<file path="config.mk">
export PLATFORM = sky130hd
export DESIGN_NAME = max7219_display_ctrl
export DESIGN_NICKNAME = d
export VERILOG_FILES = /design/src/rtl/max7219_display_ctrl.sv
export SDC_FILE = /design/constraint.sdc
export NUM_CORES = 1
export LEC_CHECK = 0
export CAP_MARGIN = 20
export CELL_PAD_IN_SITES_DETAIL_PLACEMENT = 1
export CELL_PAD_IN_SITES_GLOBAL_PLACEMENT = 1
export CORE_UTILIZATION = 45
export CTS_CLUSTER_SIZE = 20
export DETAILED_ROUTE_END_ITERATION = 12
export PLACE_DENSITY = 0.76
export SYNTH_ARGS = -nofsm -noshare
export SYNTH_HDL_FRONTEND = slang
export SYNTH_SLANG_ARGS = --single-unit
</file>
<file path="constraint.sdc">
create_clock -name clk -period 6.1 [get_ports clk]
set_input_delay 1.525 -clock clk [delete_from_list [all_inputs] [get_ports clk]]
set_output_delay 1.525 -clock clk [all_outputs]
set_load 0.005 [all_outputs]
</file>
<file path="src/rtl/max7219_display_ctrl.sv">
// -----------------------------------------------------------------------------
// max7219_display_ctrl
//
// Sequencer sitting between application logic and a MAX7219 SPI driver.
// After reset it runs the chip init sequence, then keeps the eight digit
// registers coherent with a local 8x8-bit framebuffer and pushes intensity
// changes to the chip.
//
// Driver handshake: drv_start is a single-cycle pulse, issued with drv_addr
// and drv_data already registered. The driver acknowledges by raising
// drv_busy and completes the transfer by dropping it. drv_addr/drv_data stay
// stable from the pulse until the next job is selected, which only happens
// after the transfer and the trailing idle gap have finished. If drv_busy
// never rises within ACK_TIMEOUT cycles, err latches and the job is dropped.
//
// Ports:
//   clk, rst            clock, synchronous active-high reset
//   drv_start           one-cycle start pulse to the driver
//   drv_addr, drv_data  register address / data for the driver
//   drv_busy            driver busy
//   fb_we, fb_waddr,
//   fb_wdata            framebuffer write port (digit 0..7 -> chip reg 1..8)
//   intensity           requested intensity, sampled every cycle
//   init_done           init sequence completed
//   idle                nothing pending or in flight, init done
//   err                 sticky driver acknowledge timeout
// -----------------------------------------------------------------------------
module max7219_display_ctrl #(
    parameter logic [7:0]  DECODE_MODE    = 8'h00,
    parameter logic [2:0]  SCAN_LIMIT     = 3'd7,
    parameter logic [3:0]  INIT_INTENSITY = 4'h8,
    parameter int unsigned GAP_CYCLES     = 4,
    parameter int unsigned ACK_TIMEOUT    = 16
) (
    input  logic       clk,
    input  logic       rst,
    output logic       drv_start,
    output logic [7:0] drv_addr,
    output logic [7:0] drv_data,
    input  logic       drv_busy,
    input  logic       fb_we,
    input  logic [2:0] fb_waddr,
    input  logic [7:0] fb_wdata,
    input  logic [3:0] intensity,
    output logic       init_done,
    output logic       idle,
    output logic       err
);

    localparam logic [15:0] GAP_LAST = 16'(GAP_CYCLES - 1);
    localparam logic [15:0] ACK_LAST = 16'(ACK_TIMEOUT - 1);
    localparam logic [2:0]  INIT_STEPS = 3'd6;

    typedef enum logic [2:0] {
        ST_SEL,
        ST_ISSUE,
        ST_ACK,
        ST_DONE,
        ST_GAP
    } state_t;

    typedef enum logic [1:0] {
        JOB_INIT,
        JOB_INT,
        JOB_DIGIT
    } job_t;

    state_t           state;
    state_t           state_next;
    logic [7:0][7:0]  fb;
    logic [7:0]       dirty;
    logic [7:0]       dirty_next;
    logic [3:0]       last_int;
    logic [2:0]       rr;
    logic [2:0]       init_idx;
    logic [15:0]      cnt;
    job_t             job_kind;
    logic [2:0]       job_idx;

    logic             rr_found;
    logic [2:0]       rr_idx;
    logic [2:0]       cand;
    logic             job_avail;
    job_t             sel_kind;
    logic [7:0]       sel_addr;
    logic [7:0]       sel_data;

    function automatic logic [15:0] init_word(input logic [2:0] i);
        case (i)
            3'd0:    return {8'h0C, 8'h00};
            3'd1:    return {8'h0F, 8'h00};
            3'd2:    return {8'h09, DECODE_MODE};
            3'd3:    return {8'h0B, 5'b0, SCAN_LIMIT};
            3'd4:    return {8'h0A, 4'b0, INIT_INTENSITY};
            default: return {8'h0C, 8'h01};
        endcase
    endfunction

    // First dirty digit at or after the round-robin pointer, wrapping mod 8.
    always_comb begin
        rr_found = 1'b0;
        rr_idx   = rr;
        cand     = rr;
        for (int k = 0; k < 8; k++) begin
            cand = rr + 3'(k);
            if (!rr_found && dirty[cand]) begin
                rr_found = 1'b1;
                rr_idx   = cand;
            end
        end
    end

    // Job selection: init steps first, then intensity, then dirty digits.
    always_comb begin
        job_avail = 1'b0;
        sel_kind  = JOB_INIT;
        sel_addr  = 8'h00;
        sel_data  = 8'h00;
        if (!init_done) begin
            if (init_idx < INIT_STEPS) begin
                job_avail            = 1'b1;
                sel_kind             = JOB_INIT;
                {sel_addr, sel_data} = init_word(init_idx);
            end
        end else if (intensity != last_int) begin
            job_avail = 1'b1;
            sel_kind  = JOB_INT;
            sel_addr  = 8'h0A;
            sel_data  = {4'b0, intensity};
        end else if (rr_found) begin
            job_avail = 1'b1;
            sel_kind  = JOB_DIGIT;
            sel_addr  = {5'b0, rr_idx} + 8'd1;
            // A write to the chosen digit in this very cycle would otherwise be
            // lost: its dirty bit gets cleared at ISSUE. Forward the new byte.
            sel_data  = (fb_we && fb_waddr == rr_idx) ? fb_wdata : fb[rr_idx];
        end
    end

    always_comb begin
        state_next = state;
        drv_start  = 1'b0;
        idle       = 1'b0;
        case (state)
            ST_SEL: begin
                idle = init_done && !job_avail;
                if (job_avail) state_next = ST_ISSUE;
            end
            ST_ISSUE: begin
                drv_start  = 1'b1;
                state_next = ST_ACK;
            end
            ST_ACK: begin
                if (drv_busy)             state_next = ST_DONE;
                else if (cnt == ACK_LAST) state_next = ST_GAP;
            end
            ST_DONE: begin
                if (!drv_busy) state_next = ST_GAP;
            end
            ST_GAP: begin
                if (cnt == GAP_LAST) state_next = ST_SEL;
            end
            default: state_next = ST_SEL;
        endcase
    end

    // A framebuffer write sets its dirty bit after the ISSUE clear, so a
    // write racing the issue of the same digit keeps it queued.
    always_comb begin
        dirty_next = dirty;
        if (state == ST_ISSUE && job_kind == JOB_DIGIT) dirty_next[job_idx] = 1'b0;
        if (fb_we) dirty_next[fb_waddr] = 1'b1;
    end

    always_ff @(posedge clk) begin
        if (rst) begin
            state     <= ST_SEL;
            drv_addr  <= 8'h00;
            drv_data  <= 8'h00;
            init_done <= 1'b0;
            err       <= 1'b0;
            fb        <= '0;
            dirty     <= 8'hFF;
            last_int  <= INIT_INTENSITY;
            rr        <= 3'd0;
            init_idx  <= 3'd0;
            cnt       <= 16'd0;
            job_kind  <= JOB_INIT;
            job_idx   <= 3'd0;
        end else begin
            state <= state_next;
            // cnt measures cycles spent in the current state.
            cnt   <= (state != state_next) ? 16'd0 : cnt + 16'd1;

            if (state == ST_SEL && job_avail) begin
                drv_addr <= sel_addr;
                drv_data <= sel_data;
                job_kind <= sel_kind;
                job_idx  <= rr_idx;
            end

            if (state == ST_ISSUE) begin
                case (job_kind)
                    JOB_INIT:  init_idx <= init_idx + 3'd1;
                    // Use the value actually sent; a change after SEL is
                    // picked up by the next selection.
                    JOB_INT:   last_int <= drv_data[3:0];
                    JOB_DIGIT: rr       <= job_idx + 3'd1;
                    default:   ;
                endcase
            end

            if (state == ST_ACK && !drv_busy && cnt == ACK_LAST) err <= 1'b1;

            if (state == ST_GAP && cnt == GAP_LAST && !init_done && init_idx == INIT_STEPS)
                init_done <= 1'b1;

            if (fb_we) fb[fb_waddr] <= fb_wdata;
            dirty <= dirty_next;
        end
    end

endmodule
</file>
==> flow_summary.json <==
{
  "fp.dieW_um": 122,
  "rows": 43,
  "hold_viol": 0,
  "die_h_um": 122,
  "synth_top_flop_cell": "dfxtp_1",
  "vias": 5848,
  "postPlaceCellArea_mm2": 0.00683,
  "drt-total-wl_mm": 20.1,
  "path_delay_family": "multiplexers",
  "post-route-min-period_ns": 5.45,
  "p_leak_uw": 0.00278,
  "max-cap-violations": 0,
  "max_stage_delay_ns": 0.67,
  "cts_resized": 0,
  "n_fill_cell": 1667,
  "grt_antenna_before_repair": 0,
  "avgSynthCellArea_um2": 8.15,
  "areaGrowthSynthToFinish_pct": 15.1,
  "max_freq_mhz": 183,
  "cts_tree": "done",
  "core_mm2": 0.0139,
  "root_buffer": "clkbuf_16",
  "insertion_delay_ns": 0.42,
  "drc": 0,
  "cp_slowest_cell": "ha_1",
  "drive_gt1_frac": 0.0832,
  "ctsHoldBuffers": 0,
  "yosysUniqueCellTypes": 69,
  "grt_pass1_vias": 5998,
  "cts_made_buffers": 17,
  "detail-route-antenna-nets": 0,
  "grt_use_total": 0.284,
  "setup-violations-final": 0,
  "cp_num_buf_inv": 2,
  "cp_max_fo": 13,
  "clock_skew_ns": 0.00903,
  "grt_first_pass_wirelength_mm": 32.0,
  "worst_pin_slew_ns": 1.15,
  "worstHoldPathType": "reg2reg",
  "clk_pin_slew_worst_paths_ns": 0.06,
  "diodes": 0,
  "synth_edf_count": 0,
  "cp.required_ns": 4.58,
  "portBuffers": 34,
  "rsz0062_at_grt": "no",
  "seq_area_mm2": 0.00240,
  "dr.pass1.iters": 4,
  "status": "finished clean",
  "drv_slew": 0,
  "htree_levels": 4,
  "gp_congestion": 0.861,
  "dp.final_hpwl_mm": 13.8,
  "clock_sinks": 120,
  "post-cts-setup-buffers": 0,
  "avgViaCountPerCell": 5.87,
  "netlist_instances": 793,
  "fin_crit_sh": 0.894,
  "drt_iter0_drc": 472,
  "synth_seq_area_share": 0.372,
  "yosys_register_bits": 120,
  "syn_area_mm2": 0.00646,
  "path_cells": "inv_1 > ha_1 > mux2_2 > mux4_2 > nor3_4 > or2_2 > nand4_1 > nor3_1 > clkdlybuf4s50_1",
  "cp-start-kind": "register",
  "boundaryPins": 39,
  "wl_per_cell_um": 20.1,
  "ir_drop_v": 0.000202,
  "timing.max_slew.rel_slack": 0.229,
  "powerDensity_mw_per_mm2": 281,
  "cp.arrival_ns": 3.93,
  "tns_ns": 0,
  "die-area_mm2": 0.0148,
  "worstSetupPathType": "reg2out",
  "multi_input_area_mm2": 0.00374,
  "end_kind": "output pin",
  "yosys_warnings": 0,
  "async_flop_share": 0,
  "design_area_mm2": 0.00744,
  "grt_max_degree": 104,
  "initial_utilization": 0.464,
  "gr-total-overflow": 0,
  "nets": 834,
  "cts_buffer_depth": 2
}
final cells by class:
type,count,area share
Timing Repair Buffer,39,0.0505
Clock buffer,19,0.0582
Inverter,22,0.0111
Sequential cell,120,0.323
Multi-Input combinational cell,605,0.503
Tap cell,180,0.0303
Clock inverter,12,0.0236
metrics by stage:
stage	std cells	setup WS [ns]	hold slack, ns	utilization	power, µW
after floorplan	796	1.62	0.413	-	970
after global placement	965	1.19	0.426	0.490	1040
after detailed placement	966	1.07	0.446	0.490	1050
after CTS	997	0.635	0.454	0.534	2100
after global routing	997	0.452	0.474	0.534	2170
final	997	0.647	0.453	0.534	2090
sequential cells by signal (all words and copies together), names as in the netlist, 2 cells and up:
register and flops:
job_kind 2, drv_addr 4, cnt 16, last_int 4, job_idx 3, state 3, init_idx 3, dirty 8
fb 64, drv_data 8, rr 3
worst register-to-register path: cells and delay by family, from the launching register on:
| kind | cells | cell delay [ns] |
|---|---|---|
| mux | 2 | 0.94 |
| flops | 1 | 0.34 |
| fa+ha+maj | 1 | 0.67 |
| simple gates | 3 | 0.93 |
| compound gates | 4 | 0.76 |
| xor+xnor | 1 | 0.31 |
| buf+inv | 2 | 0.63 |
placed cells by master, fill, tap and decap left out, types with 6 or more instances in the layout:
cell             netlist  final
nand2_1              164    164
dfxtp_1              120    120
a21oi_1               81     81
nor2_1                79     79
mux2i_1               38     38
clkdlybuf4s50_1        0     33
inv_1                 21     21
nand3_1               18     18
clkbuf_16              0     17
xnor2_1               15     15
xor2_1                12     12
a211o_1               12     12
o21ai_0               12     12
mux4_2                11     11
nor3_1                11     11
ha_1                  10     10
mux2_2                 9      9
a22oi_1                9      9
and3_1                 8      8
nand2b_1               7      7
o22ai_1                7      7
o21bai_1               7      7
o21ai_1                6      6
nand4_1                6      6
buf_4                  7      6
path summary, 6_finish.rpt:
| check | start | to | slack [ns] | cells after the start |
|---|---|---|---|---|
| hold / removal | fb[25]$_SDFFE_PP0P_ | fb[25]$_SDFFE_PP0P_ | 0.45 | 2 |
| hold reg to reg | fb[25]$_SDFFE_PP0P_ | fb[25]$_SDFFE_PP0P_ | 0.45 | 2 |
| setup / recovery | rr[0]$_SDFFE_PP0P_ | idle | 0.65 | 9 |
| setup reg to reg | rr[0]$_SDFFE_PP0P_ | drv_data[0]$_SDFFE_PP0P_ | 1.43 | 13 |
synthesized netlist by cell type (all sizes together) (6+ instances only):
| library cell | instances | area, µm² |
|---|---|---|
| nand2 | 164 | 616 |
| dfxtp | 120 | 2400 |
| a21oi | 81 | 405 |
| nor2 | 79 | 297 |
| mux2i | 38 | 380 |
| buf | 32 | 185 |
| inv | 22 | 82.6 |
| o21ai | 19 | 98.9 |
| nand3 | 18 | 90.1 |
| clkbuf | 17 | 63.8 |
| xnor2 | 16 | 159 |
| a211o | 12 | 105 |
| nor3 | 12 | 71.3 |
| xor2 | 12 | 105 |
| mux4 | 11 | 248 |
| ha | 10 | 125 |
| mux2 | 10 | 116 |
| a22oi | 9 | 67.6 |
| and3 | 8 | 50.1 |
| nand2b | 7 | 43.8 |
| o21bai | 7 | 52.6 |
| o22ai | 7 | 43.8 |
| a31oi | 6 | 43.8 |
| nand4 | 6 | 37.5 |
cell families (layout without fill, tap and decap cells):
| group | count (synthesis) | in the layout | share of synthesized area |
|---|---|---|---|
| and+or+nand+nor | 323 | 323 | 0.218 |
| AOI/OAI and AO/OA | 181 | 181 | 0.183 |
| DFF | 120 | 120 | 0.372 |
| buffers and inverters | 71 | 92 | 0.0513 |
| muxes | 59 | 59 | 0.115 |
| xor gates and xnor gates | 28 | 28 | 0.0409 |
| adders and majority gates | 10 | 10 | 0.0194 |
| other | 1 | 4 | 0.000580 |
where the power goes:
part,leakage [µW],internal (µW),switching (µW),total (µW)
registers,0.000972,811,23.8,835
logic,0.00152,80.9,119,200
clock network,0.000290,681,376,1060
total,0.00278,1570,520,2090
per-layer routing:
metal  part of all wire  track usage
met2               0.49        0.477
met1               0.44        0.363
met5                  0            0
met3              0.050       0.0562
met4              0.016       0.0934
(Power assumes the default switching activity.)
